## src/rtl/multi_cycle_ctrl_fsm.sv

```systemverilog
// Multi-cycle control sequencer for the RV32I core. One shared memory port,
// ALU and PC adder are reused across the cycles of each instruction. The
// sequencer stalls on mem_ready, enters a sticky FAULT state when a memory
// wait exceeds TIMEOUT_CYCLES, and counts retired instructions.
//
// state    | meaning
// ---------+---------------------------------------------------------------
// FETCH    | read instruction at PC; PC+4 written with the instruction
// DECODE   | compute branch/jump target (oldPC + imm); dispatch on op
// MEMADR   | compute load/store address (rs1 + imm)
// MEMREAD  | read data memory at ALUOut
// MEMWB    | write loaded data to rd; retire
// MEMWRITE | write data memory at ALUOut; retire on mem_ready
// EXECR    | ALU on rs1, rs2 (funct-decoded)
// EXECI    | ALU on rs1, imm (funct-decoded)
// ALUWB    | write ALUOut to rd; retire
// JAL      | rd <- PC+4 via ALU; PC <- target held in ALUOut
// BEQ      | compare rs1, rs2; PC <- target when zero; retire
// FAULT    | unknown op or memory timeout; left only by reset
module multi_cycle_ctrl_fsm #(
   parameter int unsigned TIMEOUT_CYCLES = 16,
   parameter int unsigned CNT_W          = 32
) (
   input  logic             clk,
   input  logic             rst,
   input  logic [6:0]       op,
   input  logic             zero,
   input  logic             mem_ready,
   output logic             mem_req,
   output logic             adr_src,
   output logic             ir_write,
   output logic             pc_write,
   output logic             mem_write,
   output logic             reg_write,
   output logic [1:0]       alu_src_a,
   output logic [1:0]       alu_src_b,
   output logic [1:0]       alu_op,
   output logic [1:0]       result_src,
   output logic [3:0]       state_o,
   output logic             instr_done,
   output logic [CNT_W-1:0] retired_cnt,
   output logic             fault
);

   localparam int unsigned WAIT_W_RAW = $clog2(TIMEOUT_CYCLES + 1);
   localparam int unsigned WAIT_W     = (WAIT_W_RAW == 0) ? 1 : WAIT_W_RAW;
   localparam logic [WAIT_W-1:0] WAIT_LIMIT = WAIT_W'(TIMEOUT_CYCLES);

   localparam logic [6:0] OP_LOAD  = 7'b0000011;
   localparam logic [6:0] OP_STORE = 7'b0100011;
   localparam logic [6:0] OP_RTYPE = 7'b0110011;
   localparam logic [6:0] OP_ITYPE = 7'b0010011;
   localparam logic [6:0] OP_JAL   = 7'b1101111;
   localparam logic [6:0] OP_BEQ   = 7'b1100011;

   typedef enum logic [3:0] {
      S_FETCH    = 4'd0,
      S_DECODE   = 4'd1,
      S_MEMADR   = 4'd2,
      S_MEMREAD  = 4'd3,
      S_MEMWB    = 4'd4,
      S_MEMWRITE = 4'd5,
      S_EXECR    = 4'd6,
      S_ALUWB    = 4'd7,
      S_EXECI    = 4'd8,
      S_JAL      = 4'd9,
      S_BEQ      = 4'd10,
      S_FAULT    = 4'd11
   } state_t;

   state_t            state;
   state_t            state_nxt;
   logic [WAIT_W-1:0] wait_cnt;
   logic [WAIT_W-1:0] wait_cnt_nxt;
   logic              timeout_hit;

   function automatic logic is_mem_state(input state_t s);
      return (s == S_FETCH) || (s == S_MEMREAD) || (s == S_MEMWRITE);
   endfunction

   assign state_o = state;

   // Limit cycle: wait_cnt has reached the limit and memory is still not ready.
   // A ready on that same cycle completes the access normally.
   assign timeout_hit = (TIMEOUT_CYCLES != 0) && (wait_cnt == WAIT_LIMIT) && !mem_ready;

   // Next state and Moore outputs (plus ready/zero gating); reset forces outputs low.
   always_comb begin
      state_nxt  = state;
      mem_req    = 1'b0;
      adr_src    = 1'b0;
      ir_write   = 1'b0;
      pc_write   = 1'b0;
      mem_write  = 1'b0;
      reg_write  = 1'b0;
      alu_src_a  = 2'b00;
      alu_src_b  = 2'b00;
      alu_op     = 2'b00;
      result_src = 2'b00;
      instr_done = 1'b0;
      fault      = 1'b0;

      case (state)
         S_FETCH: begin
            mem_req    = 1'b1;
            alu_src_b  = 2'b10;
            result_src = 2'b10;
            ir_write   = mem_ready;
            pc_write   = mem_ready;
            if (mem_ready)        state_nxt = S_DECODE;
            else if (timeout_hit) state_nxt = S_FAULT;
         end
         S_DECODE: begin
            alu_src_a = 2'b01;
            alu_src_b = 2'b01;
            case (op)
               OP_LOAD, OP_STORE: state_nxt = S_MEMADR;
               OP_RTYPE:          state_nxt = S_EXECR;
               OP_ITYPE:          state_nxt = S_EXECI;
               OP_JAL:            state_nxt = S_JAL;
               OP_BEQ:            state_nxt = S_BEQ;
               default:           state_nxt = S_FAULT;
            endcase
         end
         S_MEMADR: begin
            alu_src_a = 2'b10;
            alu_src_b = 2'b01;
            state_nxt = (op == OP_LOAD) ? S_MEMREAD : S_MEMWRITE;
         end
         S_MEMREAD: begin
            mem_req = 1'b1;
            adr_src = 1'b1;
            if (mem_ready)        state_nxt = S_MEMWB;
            else if (timeout_hit) state_nxt = S_FAULT;
         end
         S_MEMWB: begin
            result_src = 2'b01;
            reg_write  = 1'b1;
            instr_done = 1'b1;
            state_nxt  = S_FETCH;
         end
         S_MEMWRITE: begin
            mem_req    = 1'b1;
            adr_src    = 1'b1;
            mem_write  = 1'b1;
            instr_done = mem_ready;
            if (mem_ready)        state_nxt = S_FETCH;
            else if (timeout_hit) state_nxt = S_FAULT;
         end
         S_EXECR: begin
            alu_src_a = 2'b10;
            alu_op    = 2'b10;
            state_nxt = S_ALUWB;
         end
         S_EXECI: begin
            alu_src_a = 2'b10;
            alu_src_b = 2'b01;
            alu_op    = 2'b10;
            state_nxt = S_ALUWB;
         end
         S_ALUWB: begin
            reg_write  = 1'b1;
            instr_done = 1'b1;
            state_nxt  = S_FETCH;
         end
         S_JAL: begin
            alu_src_a = 2'b01;
            alu_src_b = 2'b10;
            pc_write  = 1'b1;
            state_nxt = S_ALUWB;
         end
         S_BEQ: begin
            alu_src_a  = 2'b10;
            alu_op     = 2'b01;
            pc_write   = zero;
            instr_done = 1'b1;
            state_nxt  = S_FETCH;
         end
         S_FAULT: begin
            fault = 1'b1;
         end
         default: begin
            state_nxt = S_FAULT;
         end
      endcase

      if (!rst) begin
         state_nxt  = S_FETCH;
         mem_req    = 1'b0;
         adr_src    = 1'b0;
         ir_write   = 1'b0;
         pc_write   = 1'b0;
         mem_write  = 1'b0;
         reg_write  = 1'b0;
         alu_src_a  = 2'b00;
         alu_src_b  = 2'b00;
         alu_op     = 2'b00;
         result_src = 2'b00;
         instr_done = 1'b0;
         fault      = 1'b0;
      end
   end

   // Wait counter: restarts on entry to a memory state and on each completed
   // access, counts stalled cycles otherwise, and saturates when timeout is off.
   always_comb begin
      wait_cnt_nxt = wait_cnt;
      if (!is_mem_state(state_nxt) || (state_nxt != state) || mem_ready)
         wait_cnt_nxt = '0;
      else if (wait_cnt != {WAIT_W{1'b1}})
         wait_cnt_nxt = wait_cnt + 1'b1;
   end

   // State, wait counter and retired-instruction counter registers.
   always_ff @(posedge clk) begin
      if (!rst) begin
         state       <= S_FETCH;
         wait_cnt    <= '0;
         retired_cnt <= '0;
      end else begin
         state    <= state_nxt;
         wait_cnt <= wait_cnt_nxt;
         if (instr_done)
            retired_cnt <= retired_cnt + CNT_W'(1);
      end
   end

endmodule

```

## config.mk

```make
export PLATFORM = sky130hd
export DESIGN_NAME = multi_cycle_ctrl_fsm
export DESIGN_NICKNAME = d
export VERILOG_FILES = /design/src/rtl/multi_cycle_ctrl_fsm.sv
export SDC_FILE = /design/constraint.sdc
export NUM_CORES = 1
export LEC_CHECK = 0
export CAP_MARGIN = 20
export CORE_MARGIN = 8
export CORE_UTILIZATION = 25
export DETAILED_ROUTE_END_ITERATION = 12
export GPL_TIMING_DRIVEN = 0
export PLACE_DENSITY = 0.55
export SLEW_MARGIN = 20
export SYNTH_ARGS = -nofsm -noshare
export SYNTH_HDL_FRONTEND = slang
export SYNTH_SLANG_ARGS = --single-unit
```

## constraint.sdc

```tcl
create_clock -name clk -period 2.6 [get_ports clk]
set_input_delay 0.39 -clock clk [delete_from_list [all_inputs] [get_ports clk]]
set_output_delay 0.39 -clock clk [all_outputs]
set_load 0.03 [all_outputs]
```

* Word-level counts from Yosys, hierarchy flattened
Cells that the tools add are included.
Storage, ports and cells: word-level logic and storage cells 81, bits of input ports 11, register bits after elaboration 41, output and inout bits 52
Operators by class: reductions and logical operators 21, add/subtract/negate cells 2, bitwise logic cells 1, multiplexer cells 32, equality and inequality tests 22
Operators with widths (number):
- 32-bit by 1-bit adder with 32-bit output (second input constant) | 1
- 4-bit case mux with 8 select lines | 1
- 4-bit by 3-bit == test with 1-bit output (second input constant) | 5
- 4-bit 2-to-1 mux | 5
- 4-bit case mux with 5 select lines | 1
- 4-bit == test (second input constant) | 4
- 2-bit case mux with 2 select lines | 4
- 7-bit by 6-bit == test with 1-bit output (second input constant) | 2
- 7-bit == test (second input constant) | 2
- 1-bit 2-to-1 mux | 14
- 2-bit OR reduction | 7
- 4-bit by 2-bit == test with 1-bit output (second input constant) | 3
- 3-bit OR reduction | 4
- 4-bit zero test | 2
- 2-bit 2-to-1 mux | 4
- 7-bit by 2-bit == test with 1-bit output (second input constant) | 1
- 7-bit by 5-bit == test with 1-bit output (second input constant) | 1
- 5-bit by 1-bit adder with 5-bit output (second input constant) | 1
- 5-bit == test (second input constant) | 1
- 5-bit != test (second input constant) | 1
- 4-bit by 1-bit == test with 1-bit output (second input constant) | 1
- 1-bit logical OR | 4
- 4-bit != test | 1
- 4-bit OR reduction | 1
- 6 further kinds | 7

* Depth between registers and ports, before layout
word-level depth 13, mapped depth 8

* Worst setup path before layout
OpenSTA, ideal clock, no wires.
path kind reg2out, start point register state[3] (netlist: state_o[3]), end point output port alu_op[0], data arrival time 2.121 ns, data required time 2.210 ns, slack 0.089 ns, stages on the path, launching flop included 5, path buffers 2, path through dfxtp_1 > clkbuf_1 > buf_1 > nand2_1 > nor4_1
On the way: longest elaborated chain between the ends 4, elaborated cells on any way between the ends 6, those cells by class 3 x eq/ne; 2 x mux; 1 x reduce/logical
RTL lines:
- start, declared | RTL line 71 | state_t state;
- start signal, assigned | RTL line 221 | state <= state_nxt;
- 4-bit == test / 4-bit by 3-bit == test with 1-bit output (equally long branches) | RTL line 103 | case (state)
- 2-bit OR reduction (no line)
- 2-bit case mux with 2 select lines (*) | RTL line 103
- 2-bit 2-to-1 mux (*) | RTL line 187 | if (!rst) begin
- end, declared | RTL line 37 | output logic [1:0] alu_op,
Mark *: on every way between the ends. The rest lies on a longest branch, timed or not.

* Worst setup path in the final report
start point register state[3] (netlist: state_o[3]), end point output port alu_src_b[0]
On the way: longest elaborated chain between the ends 4, elaborated cells on any way between the ends 9, those cells by class 4 x eq/ne; 2 x mux; 3 x reduce/logical
RTL lines:
- 4-bit by 1-bit == test with 1-bit output (tied with other cells) | RTL line 103
- 3-bit OR reduction (no line) / 2-bit OR reduction (equally long branches)
- 2-bit case mux with 2 select lines (*) | RTL line 103
- 2-bit 2-to-1 mux (*) | RTL line 187
- end, declared | RTL line 36 | output logic [1:0] alu_src_b,
Marked as above.

==> run_summary.xml <==
<?xml version="1.0" encoding="UTF-8"?>
<metrics>
  <group name="timing">
    <metric name="post-route-worst-setup-slack" unit="ns">0.129</metric>
    <metric name="post_route_clock_period_utilization" unit="%">95.0</metric>
    <metric name="slew_viol_final" unit="">0</metric>
    <metric name="finalHoldViolCount" unit="">0</metric>
    <metric name="finalWorstPathRequiredPeriod" unit="ns">2.47</metric>
    <metric name="setup_repair_after_global_routing_missed_its_margin" unit="">false</metric>
    <metric name="max_freq" unit="MHz">405</metric>
    <metric name="finalSetupViolations" unit="">0</metric>
    <metric name="worst_slew_margin_rel" unit="%">48.7</metric>
    <metric name="worst_clock_skew" unit="ns">0.00816</metric>
    <metric name="worst_slew_pin_slew" unit="ns">0.769</metric>
  </group>
  <group name="yosys">
    <metric name="yosys_most_used_dff" unit="">dfxtp_1</metric>
    <metric name="synth-seq-area-share" unit="%">32.5</metric>
    <metric name="synth_top_cell_area_share" unit="%">32.5</metric>
    <metric name="synth-seq-cells" unit="">41</metric>
    <metric name="synth_top_cell_by_area" unit="">dfxtp_1</metric>
    <metric name="synth_nets" unit="">333</metric>
    <metric name="post_synth_inst_count" unit="">318</metric>
    <metric name="ys.warnings.count" unit="">0</metric>
    <metric name="synthesis.area" unit="um^2">2520</metric>
    <metric name="post_synth_num_cell_types" unit="">59</metric>
    <metric name="asyncSetResetFlopFracSynth" unit="%">0</metric>
    <metric name="synth_top_cells_by_area" unit="">dfxtp_1 (33%), a21oi_1 (5.6%), or3_1 (4.2%)</metric>
    <metric name="synth_area_per_cell" unit="um^2">7.93</metric>
    <metric name="synth_enable_flop_cells" unit="">0</metric>
  </group>
  <group name="grt">
    <metric name="grt.overflow.total" unit="">0</metric>
    <metric name="grt_first_pass_wirelength" unit="um">13000</metric>
    <metric name="globalRouteTotalUtil" unit="%">11.7</metric>
    <metric name="pin_count_of_the_biggest_net_entering_global_routing" unit="">12</metric>
    <metric name="antenna_found_initial" unit="">0</metric>
    <metric name="first_global_vias" unit="">2552</metric>
  </group>
  <group name="place">
    <metric name="postPlaceCellArea" unit="um^2">3300</metric>
    <metric name="numPortBuffers" unit="">61</metric>
    <metric name="dp_slack" unit="ns">-0.179</metric>
    <metric name="place.detailed.hpwl" unit="um">5910</metric>
    <metric name="total_placed_cells_including_tap_cells" unit="">512</metric>
    <metric name="gp_congestion" unit="">0.847</metric>
  </group>
  <group name="setup_path">
    <metric name="critPathArrivalTime" unit="ns">2.08</metric>
    <metric name="worst_path_largest_cell_delay" unit="ns">0.44</metric>
    <metric name="cp_data_required_time" unit="ns">2.21</metric>
    <metric name="critical_path_cell_count" unit="">7</metric>
    <metric name="path_cells" unit="">clkbuf_2 -&gt; buf_2 -&gt; nand2_1 -&gt; a21oi_1 -&gt; a21oi_1 -&gt; nor2_1 -&gt; clkdlybuf4s15_1</metric>
    <metric name="timing.critical_path.max_delay_family" unit="">buffers and inverters</metric>
    <metric name="number_of_buffer_and_inverter_instances_along_the_worst_setup_path" unit="">3</metric>
    <metric name="crit_type" unit="">reg -&gt; out</metric>
    <metric name="end_kind" unit="">output pin</metric>
    <metric name="critical_path.max_fanout" unit="">10</metric>
    <metric name="reg2regPathDepth" unit="">6</metric>
    <metric name="critical-path-slowest-cell" unit="">dfxtp_1</metric>
    <metric name="critical-path-top-cell-by-count" unit="">a21oi_1</metric>
    <metric name="worst_setup_path_start_kind" unit="">flop</metric>
  </group>
  <group name="routing">
    <metric name="drcViolationCount" unit="">0</metric>
    <metric name="routed_wirelength" unit="um">7900</metric>
    <metric name="route.detailed.vias_per_inst" unit="">5.19</metric>
    <metric name="detail_route.wl_per_cell" unit="um">15.2</metric>
    <metric name="detail-route-antenna-nets" unit="">0</metric>
    <metric name="detail_route.iter0.violations" unit="">168</metric>
    <metric name="firstDrtPassIters" unit="">5</metric>
    <metric name="routed-via-count" unit="">2699</metric>
  </group>
  <group name="clock_tree">
    <metric name="postCtsSetupBuffers" unit="">0</metric>
    <metric name="cts_inserted_buffers" unit="">5</metric>
    <metric name="tritoncts_num_sinks" unit="">41</metric>
    <metric name="cts_max_level" unit="">2</metric>
    <metric name="clk_pin_slew" unit="ns">0.08</metric>
    <metric name="cts-root-to-sink-buffers" unit="">2</metric>
    <metric name="clock_root_buffer" unit="">clkbuf_8</metric>
    <metric name="cts_tree" unit="">built</metric>
    <metric name="cts-hold-fix-buffers" unit="">0</metric>
    <metric name="clock_insertion_delay_worst_skew" unit="ns">0.30</metric>
  </group>
  <group name="run_status">
    <metric name="status" unit="">finished, final reports clean</metric>
  </group>
  <group name="job">
    <metric name="max_cap_violations" unit="">0</metric>
  </group>
  <group name="floorplanning">
    <metric name="io_pins" unit="">63</metric>
    <metric name="die_area" unit="um^2">13600</metric>
    <metric name="total_number_of_placement_rows" unit="">36</metric>
    <metric name="floorplan.die.height" unit="um">116</metric>
    <metric name="initial_utilization" unit="%">25.8</metric>
    <metric name="die_w" unit="um">116</metric>
    <metric name="design.core.area" unit="um^2">9770</metric>
  </group>
  <group name="min_path">
    <metric name="hold_depth" unit="">2</metric>
    <metric name="timing.hold.worst.class" unit="">reg -&gt; reg</metric>
  </group>
  <group name="finish">
    <metric name="layout-drive-gt1-share" unit="%">7.49</metric>
    <metric name="fillCellCount" unit="">1063</metric>
    <metric name="syn_to_final_growth" unit="%">34.6</metric>
    <metric name="cell_area_after_layout" unit="um^2">3400</metric>
    <metric name="number_of_antenna_cells_inserted" unit="">0</metric>
    <metric name="nNetsFinal" unit="">401</metric>
    <metric name="finish.cell_count_without_fillers" unit="">520</metric>
  </group>
  <group name="power_and_ir_drop">
    <metric name="total_leakage_power" unit="nW">1.23</metric>
    <metric name="worst_ir_drop_vdd" unit="V">0.000237</metric>
    <metric name="power_per_cell_area" unit="nW/um^2">695</metric>
  </group>
</metrics>
## cell usage in the layout (no fill, tap or decap), types with 4 or more instances in the layout
cell,Yosys,routed
nand2_1,27,27
clkdlybuf4s50_1,0,48
or4_1,7,7
nor2_1,25,25
or3_1,17,17
dfxtp_1,41,40
clkbuf_8,0,5
o21ai_0,19,19
inv_1,11,11
nand3_1,9,9
nand4_1,8,8
xor2_1,7,7
dlymetal6s2s_1,0,5
buf_2,5,7
dlygate4sd2_1,0,6
ha_1,4,4
o211ai_1,5,5
nor2b_1,6,5
clkbuf_2,0,4
mux2i_1,4,4
nand2b_1,6,6
and3_1,4,4
o2111ai_1,4,4
a21oi_1,28,28
nor3_1,12,12
o31ai_1,5,5
xnor2_1,4,4
clkbuf_1,9,8
## what timing repair did
item	4_1_cts	5_1_grt
endpoints found under the hold margin	0	0
gates resized for setup	15	8
gates cloned	0	0
endpoints found under the setup margin	15	9
## registers in the layout, summed over array words and instances (netlist names)
name	count
state_o	4
retired_cnt	32
wait_cnt	5
## final timing paths
kind,from,to,slack (ns)
max,state_o[3]$_SDFF_PN0_,alu_src_b[0],0.13
min reg2reg,retired_cnt[31]$_SDFFE_PN0P_,retired_cnt[31]$_SDFFE_PN0P_,0.49
min,retired_cnt[31]$_SDFFE_PN0P_,retired_cnt[31]$_SDFFE_PN0P_,0.49
max reg2reg,state_o[3]$_SDFF_PN0_,wait_cnt[1]$_SDFFE_PP0P_,0.31
## per-layer routing
metal,part of all wire [%],global-route usage (%),vias to the layer above,wire length [um]
li1,-,-,1323,-
met1,45,14.6,1274,3520
met2,46,19.1,95,3640
met3,8.4,3.46,7,665
met4,0.89,3.28,0,70
met5,0,0,-,0
## report_power, final
group / internal [mW] / switching [mW] / leakage, nW
combinational: 0.440 / 0.783 / 0.857
sequential: 0.671 / 0.0532 / 0.331
clock: 0.191 / 0.224 / 0.0395
total: 1.30 / 1.06 / 1.23
## cells by family (layout without fill, tap and decap cells)
| group | Yosys count | count (layout) | share of synthesized area [%] |
|---|---|---|---|
| AND/OR/NAND/NOR | 143 | 143 | 32.1 |
| flip-flops | 41 | 41 | 32.5 |
| AO/OA/AOI/OAI | 86 | 86 | 23.0 |
| adder cells (fa/ha/maj) | 5 | 5 | 2.38 |
| buffers and inverters | 28 | 97 | 4.56 |
| XOR/XNOR | 11 | 11 | 3.82 |
| multiplexers | 4 | 4 | 1.59 |
## through the flow
step / hold slack, ns / utilization (%) / TNS, ns / power, mW
detailed placement: 0.485 / 33.8 / -1.60 / 1.97
floorplan: 0.532 / - / 0 / 1.55
global placement: 0.472 / 33.8 / -1.42 / 1.96
finish: 0.491 / 34.7 / 0 / 2.36
global route: 0.550 / 34.7 / 0 / 2.51
CTS: 0.496 / 34.6 / 0 / 2.37
## synthesized netlist by cell type (2+ instances only)
cell type and count:
nand3_1 9, nand4_1 8, clkbuf_1 9, a211oi_1 3
nor3_1 12, buf_2 5, o31a_1 3, o31ai_1 5
nor2_1 25, and4_1 2, mux2i_1 4, or3_1 17
dfxtp_1 41, a21oi_1 28, xnor2_1 4, nor2b_1 6
nand4b_1 3, o2111ai_2 2, xor2_1 7, nand2_1 27
ha_1 4, nand2b_1 6, o21ai_0 19, nand3b_1 2
and3_1 4, buf_1 2, a31oi_1 2, inv_1 11
and2_1 3, o211ai_1 5, o221ai_1 3, or4_1 7
o2111ai_1 4
## worst register-to-register path, stage by stage (launching register included)
cell and delay (ns):
dfxtp_1 0.37, clkbuf_2 0.23, nor4b_2 0.35, o31ai_1 0.14, a32o_1 0.26, a221oi_1 0.69
nor3_1 0.11
## area by class of cell
| class | count | area, um^2 | share of cell area, % |
|---|---|---|---|
| buffer | 17 | 81.3 | 2.39 |
| clock buffer | 8 | 80.1 | 2.36 |
| inverter | 11 | 41.3 | 1.22 |
| multi-input combinational | 249 | 1590 | 46.8 |
| sequential | 41 | 822 | 24.2 |
| tap | 133 | 166 | 4.90 |
| timing repair buffer | 61 | 616 | 18.1 |
Note: power is estimated with default switching activity, not from simulation.
